--- src/rtl/ram_loader_pkg.sv ---
// Shared definitions for the RAM programming loader: default widths,
// strobe polarities and the loader state encoding.
package ram_loader_pkg;

   localparam int DEF_ADDR_W = 4;
   localparam int DEF_DATA_W = 8;

   // The RAM write strobe and MAR load strobe are both active low
   localparam logic WE_ACTIVE   = 1'b0;
   localparam logic LOAD_ACTIVE = 1'b0;

   typedef enum logic [3:0] {
      ST_IDLE,
      ST_CLR,
      ST_FETCH,
      ST_SETUP,
      ST_WRITE,
      ST_HOLD,
      ST_RD_SETUP,
      ST_RD_WAIT,
      ST_RD_CMP,
      ST_DONE
   } state_t;

   // A run is in progress in every state except the two resting ones
   function automatic logic isRunState(input state_t s);
      return !(s == ST_IDLE || s == ST_DONE);
   endfunction

endpackage

--- src/rtl/ram_loader_shadow.sv ---
// Shadow copy of the image being loaded, so the readback pass has
// something to compare the RAM contents against.
module ram_loader_shadow
   import ram_loader_pkg::*;
#(
   parameter int ADDR_W = DEF_ADDR_W,
   parameter int DATA_W = DEF_DATA_W
) (
   input  logic              clk,
   input  logic              wr_en_i,
   input  logic [ADDR_W-1:0] wr_addr_i,
   input  logic [DATA_W-1:0] wr_data_i,
   input  logic [ADDR_W-1:0] rd_addr_i,
   output logic [DATA_W-1:0] rd_data_o
);

   localparam int DEPTH = 2 ** ADDR_W;

   logic [DATA_W-1:0] mem_q [DEPTH];

   // Capture each accepted source byte at the address it is destined for;
   // contents are always rewritten before being read, so no reset is needed
   always_ff @(posedge clk) begin
      if (wr_en_i) begin
         mem_q[wr_addr_i] <= wr_data_i;
      end
   end

   // Asynchronous read so the compare happens in the same cycle the RAM
   // word is presented
   always_comb begin
      rd_data_o = mem_q[rd_addr_i];
   end

endmodule

--- src/rtl/ram_loader.sv ---
// RAM programming loader: takes a full image from a valid/ready byte
// stream, writes it into the RAM through the dipswitch port and then
// optionally reads every location back, flagging the first mismatch.
module ram_loader
   import ram_loader_pkg::*;
#(
   parameter int ADDR_W    = DEF_ADDR_W,
   parameter int DATA_W    = DEF_DATA_W,
   parameter int WE_PULSE  = 1,
   parameter int READ_LAT  = 1,
   parameter int VERIFY_EN = 1
) (
   input  logic              clk,
   input  logic              clear,
   input  logic              start,
   input  logic              in_valid,
   input  logic [DATA_W-1:0] in_data,
   output logic              in_ready,
   input  logic [DATA_W-1:0] ram_bus_out,
   output logic              prog_mode,
   output logic [ADDR_W-1:0] dipswitch_addr,
   output logic [DATA_W-1:0] dipswitch_data,
   output logic              write_enable,
   output logic              load_addr_reg,
   output logic              clear_addr_reg,
   output logic              output_enable,
   output logic              busy,
   output logic              done,
   output logic              verify_err,
   output logic [ADDR_W-1:0] err_addr
);

   localparam int CNT_W = 8;
   localparam logic [CNT_W-1:0] WE_LOAD = CNT_W'(WE_PULSE - 1);
   localparam logic [CNT_W-1:0] RD_LOAD = CNT_W'(READ_LAT - 1);
   localparam logic [ADDR_W-1:0] LAST_ADDR = '1;

   state_t state_q, state_d;
   logic [ADDR_W-1:0] addr_q, addr_d;
   logic [DATA_W-1:0] data_q, data_d;
   logic [CNT_W-1:0] cnt_q, cnt_d;
   logic err_q, err_d;
   logic [ADDR_W-1:0] errAddr_q, errAddr_d;

   logic we_q, we_d;
   logic ld_q, ld_d;
   logic clr_q, clr_d;
   logic oe_q, oe_d;
   logic pm_q, pm_d;
   logic rdy_q, rdy_d;
   logic busy_q, busy_d;
   logic done_q, done_d;

   logic shadowWe;
   logic [DATA_W-1:0] shadowData;

   ram_loader_shadow #(
      .ADDR_W(ADDR_W),
      .DATA_W(DATA_W)
   ) u_shadow (
      .clk      (clk),
      .wr_en_i  (shadowWe),
      .wr_addr_i(addr_q),
      .wr_data_i(in_data),
      .rd_addr_i(addr_q),
      .rd_data_o(shadowData)
   );

   // Sequencing: walk the image one byte at a time through fetch, MAR
   // setup, write pulse and hold, then (optionally) step back through
   // every address reading it out; the counter stretches the write pulse
   // and the read latency wait
   always_comb begin
      state_d   = state_q;
      addr_d    = addr_q;
      data_d    = data_q;
      cnt_d     = cnt_q;
      err_d     = err_q;
      errAddr_d = errAddr_q;
      shadowWe  = 1'b0;
      case (state_q)
         ST_IDLE, ST_DONE: begin
            if (start) begin
               state_d   = ST_CLR;
               err_d     = 1'b0;
               errAddr_d = '0;
            end
         end
         ST_CLR: begin
            addr_d  = '0;
            state_d = ST_FETCH;
         end
         ST_FETCH: begin
            if (in_valid && rdy_q) begin
               data_d   = in_data;
               shadowWe = 1'b1;
               state_d  = ST_SETUP;
            end
         end
         ST_SETUP: begin
            cnt_d   = WE_LOAD;
            state_d = ST_WRITE;
         end
         ST_WRITE: begin
            if (cnt_q == '0) begin
               state_d = ST_HOLD;
            end else begin
               cnt_d = cnt_q - 1'b1;
            end
         end
         ST_HOLD: begin
            if (addr_q == LAST_ADDR) begin
               if (VERIFY_EN != 0) begin
                  addr_d  = '0;
                  state_d = ST_RD_SETUP;
               end else begin
                  state_d = ST_DONE;
               end
            end else begin
               addr_d  = addr_q + 1'b1;
               state_d = ST_FETCH;
            end
         end
         ST_RD_SETUP: begin
            cnt_d   = RD_LOAD;
            state_d = ST_RD_WAIT;
         end
         ST_RD_WAIT: begin
            if (cnt_q == '0) begin
               state_d = ST_RD_CMP;
            end else begin
               cnt_d = cnt_q - 1'b1;
            end
         end
         ST_RD_CMP: begin
            if ((ram_bus_out != shadowData) && !err_q) begin
               err_d     = 1'b1;
               errAddr_d = addr_q;
            end
            if (addr_q == LAST_ADDR) begin
               state_d = ST_DONE;
            end else begin
               addr_d  = addr_q + 1'b1;
               state_d = ST_RD_SETUP;
            end
         end
         default: begin
            state_d = ST_IDLE;
         end
      endcase
   end

   // Strobes are decoded from the state being entered so that they are
   // registered and line up exactly with that state's cycle
   always_comb begin
      we_d   = ~WE_ACTIVE;
      ld_d   = ~LOAD_ACTIVE;
      clr_d  = 1'b0;
      oe_d   = 1'b0;
      rdy_d  = 1'b0;
      done_d = 1'b0;
      busy_d = isRunState(state_d);
      pm_d   = isRunState(state_d);
      case (state_d)
         ST_CLR:      clr_d  = 1'b1;
         ST_FETCH:    rdy_d  = 1'b1;
         ST_SETUP:    ld_d   = LOAD_ACTIVE;
         ST_WRITE:    we_d   = WE_ACTIVE;
         ST_RD_SETUP: begin
            ld_d = LOAD_ACTIVE;
            oe_d = 1'b1;
         end
         ST_RD_WAIT:  oe_d   = 1'b1;
         ST_DONE:     done_d = 1'b1;
         default:     done_d = 1'b0;
      endcase
   end

   // State, datapath and strobe registers; clear drops any run in
   // progress immediately, releasing the write strobe at the same edge
   always_ff @(posedge clk) begin
      if (clear) begin
         state_q   <= ST_IDLE;
         addr_q    <= '0;
         data_q    <= '0;
         cnt_q     <= '0;
         err_q     <= 1'b0;
         errAddr_q <= '0;
         we_q      <= ~WE_ACTIVE;
         ld_q      <= ~LOAD_ACTIVE;
         clr_q     <= 1'b0;
         oe_q      <= 1'b0;
         pm_q      <= 1'b0;
         rdy_q     <= 1'b0;
         busy_q    <= 1'b0;
         done_q    <= 1'b0;
      end else begin
         state_q   <= state_d;
         addr_q    <= addr_d;
         data_q    <= data_d;
         cnt_q     <= cnt_d;
         err_q     <= err_d;
         errAddr_q <= errAddr_d;
         we_q      <= we_d;
         ld_q      <= ld_d;
         clr_q     <= clr_d;
         oe_q      <= oe_d;
         pm_q      <= pm_d;
         rdy_q     <= rdy_d;
         busy_q    <= busy_d;
         done_q    <= done_d;
      end
   end

   // Port mapping of the registered outputs
   always_comb begin
      in_ready       = rdy_q;
      prog_mode      = pm_q;
      dipswitch_addr = addr_q;
      dipswitch_data = data_q;
      write_enable   = we_q;
      load_addr_reg  = ld_q;
      clear_addr_reg = clr_q;
      output_enable  = oe_q;
      busy           = busy_q;
      done           = done_q;
      verify_err     = err_q;
      err_addr       = errAddr_q;
   end

endmodule

--- config.mk ---
export PLATFORM = sky130hd
export DESIGN_NAME = ram_loader
export DESIGN_NICKNAME = d
export VERILOG_FILES = /design/src/rtl/ram_loader_pkg.sv /design/src/rtl/ram_loader_shadow.sv /design/src/rtl/ram_loader.sv
export SDC_FILE = /design/constraint.sdc
export NUM_CORES = 1
export LEC_CHECK = 0
export ABC_AREA = 1
export CAP_MARGIN = 10
export CORE_UTILIZATION = 30
export DETAILED_ROUTE_END_ITERATION = 6
export HOLD_SLACK_MARGIN = 0.02
export PLACE_DENSITY = 0.53
export SLEW_MARGIN = 20
export SYNTH_ARGS = -nofsm -noshare
export SYNTH_HDL_FRONTEND = slang
export SYNTH_SLANG_ARGS = --single-unit
export TNS_END_PERCENT = 5
--- constraint.sdc ---
create_clock -name clk -period 2.6 [get_ports clk]
set_clock_uncertainty 0.05 [all_clocks]
set_input_delay 0.52 -clock clk [delete_from_list [all_inputs] [get_ports clk]]
set_output_delay 0.52 -clock clk [all_outputs]
set_load 0.02 [all_outputs]
== Word-level counts from Yosys, hierarchy flattened ==
Memory sizes are Yosys's and may differ from the RTL's. A register that Yosys moved wholly into a read port is not among the register bits.
Index checks and enable logic that the tools add are counted.
Storage, ports and cells
  logic and storage cells: 88
  RAM bits: 128
  latch bits: 0
  flip-flop bits (word level): 36
  memories kept: 1
  input port bits: 20
  memory bits (read-only): 0
  output and inout port bits: 25
Cells by class
  multipliers: 0
  bitwise gates (word level): 0
  muxes and demuxes: 30
  order comparisons: 0
  reduce and logical (&&, ||, !) cells: 20
  div/mod/pow operators: 0
  $add $sub $neg: 2
  eq/ne operators: 22
  shift-type cells: 0
Memory list
  u_shadow.mem_q: words 16, bits a word 8, read ports 1, clocked after Yosys merged registers in 1, write ports 1, RTL line ram_loader_shadow.sv:19  | logic [DATA_W-1:0] mem_q [DEPTH];
Operators with widths (number)
  4-bit two-way mux: 11
  4-bit one-hot mux with 9 select lines: 1
  4-bit by 3-bit == test with 1-bit output, second input constant: 7
  4-bit by 2-bit == test with 1-bit output, second input constant: 4
  4-bit == test, second input constant: 4
  8-bit one-hot mux with 2 select lines: 1
  1-bit two-way mux: 12
  4-bit one-hot mux with 3 select lines: 1
  2-bit OR reduction: 5
  4-bit by 1-bit == test with 1-bit output, second input constant: 2
  4-bit zero test: 2
  8-bit zero test: 1
  8-bit two-way mux: 1
  2-bit != test, second input constant: 4
  8-bit != test: 1
  4-bit one-hot mux with 2 select lines: 1
  8-bit by 1-bit subtractor with 8-bit output, second input constant: 1
  2-bit AND reduction: 3
  4-bit by 1-bit adder with 4-bit output, second input constant: 1
  2-bit nonzero test: 2
  3-bit two-way mux: 1
  3-bit AND reduction: 1
  3-bit nonzero test: 1
  1-bit logical AND: 2
  3 further kinds: 4

== Logic depth before layout (Yosys ltp) ==
Gate-level depths: netlist (run 1).
  word-level depth: 6
  mapped depth: 22

== By module ==
From an unflattened synthesis (run 1), not the netlist that was laid out.
Second synthesis, totals
  cell total of the unflattened synthesis: 803
  area total of the unflattened synthesis: 7377.1 µm²
By module, submodules not included
  ram_loader_shadow: sequential area each 3843.7 µm², instances 1, area each 5606.6 µm², cells each 543
  ram_loader: sequential area each 720.7 µm², instances 1, area each 1770.4 µm², cells each 260

== Least setup slack after synthesis (run 1) ==
No wires, ideal clock.
  path type: reg2reg
  from: reg state_q[1]
  to: mem u_shadow.mem_q[1][0] (netlist bit) (enable)
  arrival time: 1.611 ns
  setup slack: 0.569 ns
  required time: 2.180 ns
  cell stages (with the launch flop): 8
  path through: dfxtp_1 > inv_1 > nor2_1 > nand4_1 > inv_1 > clkbuf_1 > nand2_1 > nor2_1
On the way
  cells in the longest elaborated chain, start to end: 4
Ends and longest elaborated chain
  start, declared: RTL line ram_loader.sv:38  | state_t state_q, state_d;
  start signal, assigned: RTL line ram_loader.sv:198  | state_q <= state_d;
  4-bit by 2-bit == test with 1-bit output: RTL line ram_loader.sv:81  | case (state_q)
  1-bit two-way mux: RTL line ram_loader.sv:81
  1-bit two-way mux: RTL line ram_loader_shadow.sv:24  | if (wr_en_i) begin
  1-bit two-way mux (not written as such): RTL line ram_loader_shadow.sv:25  | mem_q[wr_addr_i] <= wr_data_i;
  end, declared: RTL line ram_loader_shadow.sv:19
Every way passes these cells.

==> flow_metrics.tcl, run 1 <==
set metrics [dict create \
    period_minus_slack_ps 2240 \
    port-buffer-count 44 \
    netlist_area_mm2 0.00727 \
    seq_area_frac_synth_pct 63.9 \
    seqCellArea_mm2 0.00465 \
    yosysMostFrequentCell "nand2_1" \
    gp_congestion 0.840 \
    clkLatencyLatePin_ps 430 \
    largest_reg_flops 128 \
    tns_ps 0 \
    cp_common_cell "nand2_1" \
    dp_slack_ps 283 \
    grt.overflow.total 0 \
    core_area_mm2 0.0236 \
    slowest_stage "dfxtp_2" \
    syn-num-nets 788 \
    place_hpwl_mm 11.6 \
    io_pins 45 \
    worstPathArrival_ps 2510 \
    synth_compound_area_share_pct 4.97 \
    slowest_delay_ps 390 \
    wl_met1_mm 9.13 \
    drc 0 \
    synth_cell_types 30 \
    multi_input_area_mm2 0.00211 \
    nFillCells 2379 \
    diodes 0 \
    yosysTopAreaCell "edfxtp_1" \
    grt_antenna_before_repair 0 \
    wl_mm 18.1 \
    grt_pass1_vias 5117 \
    htreeDepth 4 \
    timing.final.ws_setup_ps 363 \
    maxSlewHeadroom_pct 62.8 \
    cp_max_fo 31 \
    ir_worst_vdd_uv 450 \
    async_flop_share_pct 0 \
    topRoutingLayerUsed "met4" \
    path_clk_slew_ps 70 \
    grt_pass1_wl_mm 28.8 \
    rows 56 \
    cts_tree "built" \
    finalPower_mw 6.21 \
    wl_met2_mm 7.94 \
    ys_warn_count 0 \
    syn2layout_area_growth_pct 21.2 \
    synth-edff-count 128 \
    netlist_instances 763 \
    cts_num_sinks 168 \
    cp-start-kind "flip-flop" \
    endpoint_kind "flip-flop" \
    period_share_pct 86.0 \
    routed_via_density 4.52 \
    leakagePower_nw 3.47 \
    grt_max_degree 32 \
    maxSlewViolCount 0 \
    yosys-mux-area-fraction_pct 0 \
    synth_top_family_by_area "simple AND/OR/NAND/NOR gates" \
    die_y_um 158 \
    regMostFlops "u_shadow.mem_q" \
    yosys-top-cells-count "nand2_1, edfxtp_1, inv_1" \
    hold_class "flip-flop to flip-flop" \
    synth-simple-area-share_pct 23.1 \
    max_slew.worst_pin.slew_ps 544 \
    synth_top_area_share_pct 52.8 \
    outcome "completed" \
    dieWidth_um 158 \
    clk_path_buf_depth 2 \
    path_cells "buf_6, nand2_1, nand3_1, nand3_1, nand3_1, nand2_1, nand2_1, nand2_1, inv_2, nand2_1, nor2_1, nand2_1, nand2_1, nand2_4, nand2_4, nand2_1, nand2_1, nor2_1" \
    synth_xor_area_share_pct 0.120 \
    drtIter0Drc 290 \
    dr.pass1.iters 4 \
    synthAdderAreaFrac_pct 0.860 \
    criticalPathCategory "flip-flop to flip-flop" \
    post-cts-setup-buffers 0 \
    setup_viol 0 \
    synth-seq-cells 168 \
    powerDensity_mw_per_mm2 705 \
    start_util_pct 30.8 \
    cp_data_required_time_ps 2870 \
    met3WireLength_um 826 \
    layout.nets 859 \
    finalHoldViolCount 0 \
    grt_usage_pct 15.7 \
    syn_avg_cell_area_um2 9.53 \
    rsz0062_at_grt "no" \
    postRouteAntennaNets 0 \
    clockRootBuffer "clkbuf_16" \
    avgRoutedWirePerCell_um 15.5 \
    ys.flop_type "edfxtp_1" \
    vias 5266 \
    dieArea_mm2 0.0249 \
    drv_cap 0 \
    cts_buffers 17 \
    netlist_top_cells_area "edfxtp_1, nand2_1, dfxtp_1" \
    drive_above_1_share_pct 9.21 \
    fmax_mhz 447 \
    utilization_pct 37.3 \
]
==> final timing paths <==
path,start,endpoint,slack (ps),cells after the start
worst min-delay path,cnt_q[0],cnt_q[0],410,1
worst max-delay path,flip-flop,err_addr[3],360,18
worst max register to register,flip-flop,err_addr[3],360,18
worst min register to register,cnt_q[0],cnt_q[0],410,1
==> logic make-up after synthesis <==
group / Yosys count
AO/OA/AOI/OAI: 63
buffers and inverters: 118
adder cells (fa/ha/maj): 5
AND/OR/NAND/NOR: 408
flip-flops: 168
XOR/XNOR: 1
==> repair_timing <==
action,4_1_cts,5_1_grt
setup endpoints to repair,0,1
resized for setup,0,4
hold buffers,0,0
==> where the power goes <==
part | switching (mW) | internal [mW] | total, mW
clock network | 1.14 | 1.26 | 2.40
registers | 0.0350 | 2.93 | 2.96
logic | 0.539 | 0.308 | 0.847
total | 1.72 | 4.49 | 6.21
==> critical path: cells and delay by family (launching register included) <==
kind	cells	cell delay [ps]
simple gates	16	1370
buf+inv	2	320
flops	1	390
==> cell type report <==
cell class	instances	area share, %
Clock inverter	15	1.58
Sequential cell	168	52.7
Multi-Input combinational cell	477	24.0
Inverter	88	3.78
Timing Repair Buffer	82	8.60
Tap cell	319	4.53
Clock buffer	17	4.83
==> layout by cell type, fill, tap and decap left out, types with 2 or more instances in the layout <==
cell	count
clkbuf_16	17
inv_6	3
edfxtp_1	128
buf_4	34
o22ai_1	2
nand2_1	238
o21ai_0	12
nand3b_1	4
clkdlybuf4s50_1	44
inv_8	2
nand3_1	76
nor2_1	75
nand4_1	3
o21ai_1	8
ha_1	5
clkinv_4	5
clkinvlp_4	4
nand2_4	2
a21oi_1	27
inv_2	2
inv_1	85
nor3_1	8
a211oi_1	3
o211ai_1	6
buf_12	2
buf_6	2
dfxtp_1	39
==> metrics by stage <==
stage	std cells	instance area (µm²)	hold slack, ps
after floorplan	763	7270	376
after detailed placement	1134	8240	401
final	1166	8810	412
after global routing	1166	8810	448
after CTS	1166	8800	412
after global placement	1134	8240	395
==> layer usage <==
metal | vias to the layer above | global-route usage [%]
met1 | 2479 | 21.8
met2 | 120 | 24.1
met3 | 15 | 3.70
li1 | 2652 | -
met4 | 0 | 5.18
met5 | - | 0
No activity file was read; power rests on OpenSTA's default activity.
==> run 2, diff against run 1 <==
- SYNTH_HIERARCHICAL: not set -> 1
==> flow_metrics.tcl, run 2 <==
set metrics [dict create \
    gp_congestion 0.802 \
    netlist_instances 803 \
    dp_cells 1178 \
    routed_via_density 4.45 \
    utilization_pct 37.0 \
    synth_compound_area_share_pct 2.99 \
    seqCellArea_mm2 0.00457 \
    port-buffer-count 44 \
    cp_max_fo 14 \
    nFillCells 2465 \
    start_util_pct 30.4 \
    yosys-mux-area-fraction_pct 0 \
    mostFrequentLayoutCells "nand2_1, inv_1, edfxtp_1, nand3_1, clkdlybuf4s50_1" \
    p_clk_share_pct 42.9 \
    avgRoutedWirePerCell_um 15.1 \
    drv_cap 0 \
    multi_input_area_mm2 0.00209 \
    grt_pass1_vias 5265 \
    dieArea_mm2 0.0252 \
    finalHoldViolCount 0 \
    slowest_stage "clkdlybuf4s50_1" \
    die_y_um 159 \
    drive_above_1_share_pct 10.8 \
    synth_cell_types 32 \
    maxSlewHeadroom_pct 55.1 \
    grt_max_degree 68 \
    cts_resized 0 \
    syn-num-nets 825 \
    powerDensity_mw_per_mm2 656 \
    clockRootBuffer "clkbuf_16" \
    final_area_mm2 0.00898 \
    ir_worst_vdd_uv 349 \
    path_clk_slew_ps 60 \
    place_hpwl_mm 11.5 \
    cts_num_sinks 164 \
    grt_antenna_before_repair 0 \
    synth_top_area_share_pct 52.1 \
    fin_hold_ws_ps 402 \
    finalPower_mw 5.89 \
    synth_xor_area_share_pct 0.594 \
    post-cts-setup-buffers 0 \
    max_slew.worst_pin.slew_ps 671 \
    yosys-top-cells-count "nand2_1, inv_1, edfxtp_1" \
    setup_viol 0 \
    yosysMostFrequentCell "nand2_1" \
    syn_avg_cell_area_um2 9.19 \
    endpoint_kind "output port" \
    tns_ps 0 \
    ys.flop_type "edfxtp_1" \
    power_frac_seq_pct 48.6 \
    wl_mm 18.3 \
    postPlaceCellArea_mm2 0.00833 \
    fmax_mhz 429 \
    vias 5395 \
    cts_tree "built" \
    largest_reg_flops 128 \
    final_common_cell "nand2_1" \
    yosysTopAreaCell "edfxtp_1" \
    cts_hold_buffers 0 \
    grt_pass1_wl_mm 28.8 \
    syn2layout_area_growth_pct 21.7 \
    dieWidth_um 159 \
    cp_data_required_time_ps 2030 \
    synth-edff-count 128 \
    timing.final.ws_setup_ps 268 \
    slowest_delay_ps 660 \
    core_area_mm2 0.0242 \
    diodes 0 \
    maxSlewViolCount 0 \
    outcome "completed" \
    synth_top_family_by_area "simple AND/OR/NAND/NOR gates" \
    seq_area_frac_synth_pct 61.9 \
    power.net_switching_mw 1.41 \
    layout.nets 897 \
    final_cells 1212 \
    worstPathArrival_ps 1760 \
    path_cells "buf_4, clkdlybuf4s50_1" \
    regToRegSetupSlack_ps 310 \
    cts_buffers 17 \
    dr.pass1.iters 4 \
    cp-start-kind "flip-flop" \
    drtIter0Drc 368 \
    htreeDepth 4 \
    synth-simple-area-share_pct 24.4 \
    netlist_top_cells_area "edfxtp_1, nand2_1, dfxtp_1" \
    swShare_pct 24.0 \
    ys_warn_count 6 \
    period_share_pct 89.7 \
    criticalPathCategory "flip-flop to output port" \
    postRouteAntennaNets 0 \
    regMostFlops "u_shadow/mem_q" \
    async_flop_share_pct 0 \
    comb_power_share_pct 8.5 \
    io_pins 45 \
    clk_path_buf_depth 2 \
    netlist_area_mm2 0.00738 \
    grt.overflow.total 0 \
    dp_slack_ps 232 \
    rows 57 \
    hold_class "flip-flop to flip-flop" \
    synthAdderAreaFrac_pct 0.339 \
    period_minus_slack_ps 2330 \
    synth-seq-cells 164 \
    internal_power_mw 4.48 \
    drc 0 \
    leakagePower_nw 3.74 \
    clkLatencyLatePin_ps 430 \
    grt_usage_pct 14.9 \
]
run 2: path summary, 6_finish.rpt:
path | startpoint | to | depth (start not counted)
worst max-delay path | dipswitch_addr[1] | dipswitch_addr[1] | 2
worst min-delay path | cnt_q[0] | cnt_q[0] | 1
worst max register to register | dipswitch_addr[0] | err_addr[0] | 17
worst min register to register | cnt_q[0] | cnt_q[0] | 1
run 2: kinds of logic (layout without fill, tap and decap cells):
group,Yosys count,in the layout
buf+inv,170,255
fa+ha+maj,2,2
compound gates,40,40
xor+xnor,5,5
simple gates,422,422
flops,164,164
run 2: power by group through the flow:
stage	Sequential, mW	Combinational (mW)	Clock [mW]
CTS	2.86	0.500	2.58
finish	2.86	0.499	2.53
floorplan	2.94	0.292	0
global placement	2.92	0.497	0
global route	2.87	0.559	2.69
detailed placement	2.92	0.497	0
run 2: final cells by class:
class                           count  area share, %
Sequential cell                   164           50.9
Clock inverter                     13           1.67
Tap cell                          324           4.52
Multi-Input combinational cell    469           23.3
Timing Repair Buffer               82           8.79
Inverter                          141           5.95
Clock buffer                       19           4.93
run 2: worst max-delay path: cells and delay by family, from the launching register on:
kind / cells / cell delay, ps
DFF: 1 / 410
buffers and inverters: 2 / 920
run 2: routing by layer:
metal	up-vias	GRT usage, %	routed length [µm]
met5	-	0	0
met4	0	4.63	208
met3	13	3.40	795
met2	108	24.0	8630
met1	2559	19.9	8650
li1	2715	-	-
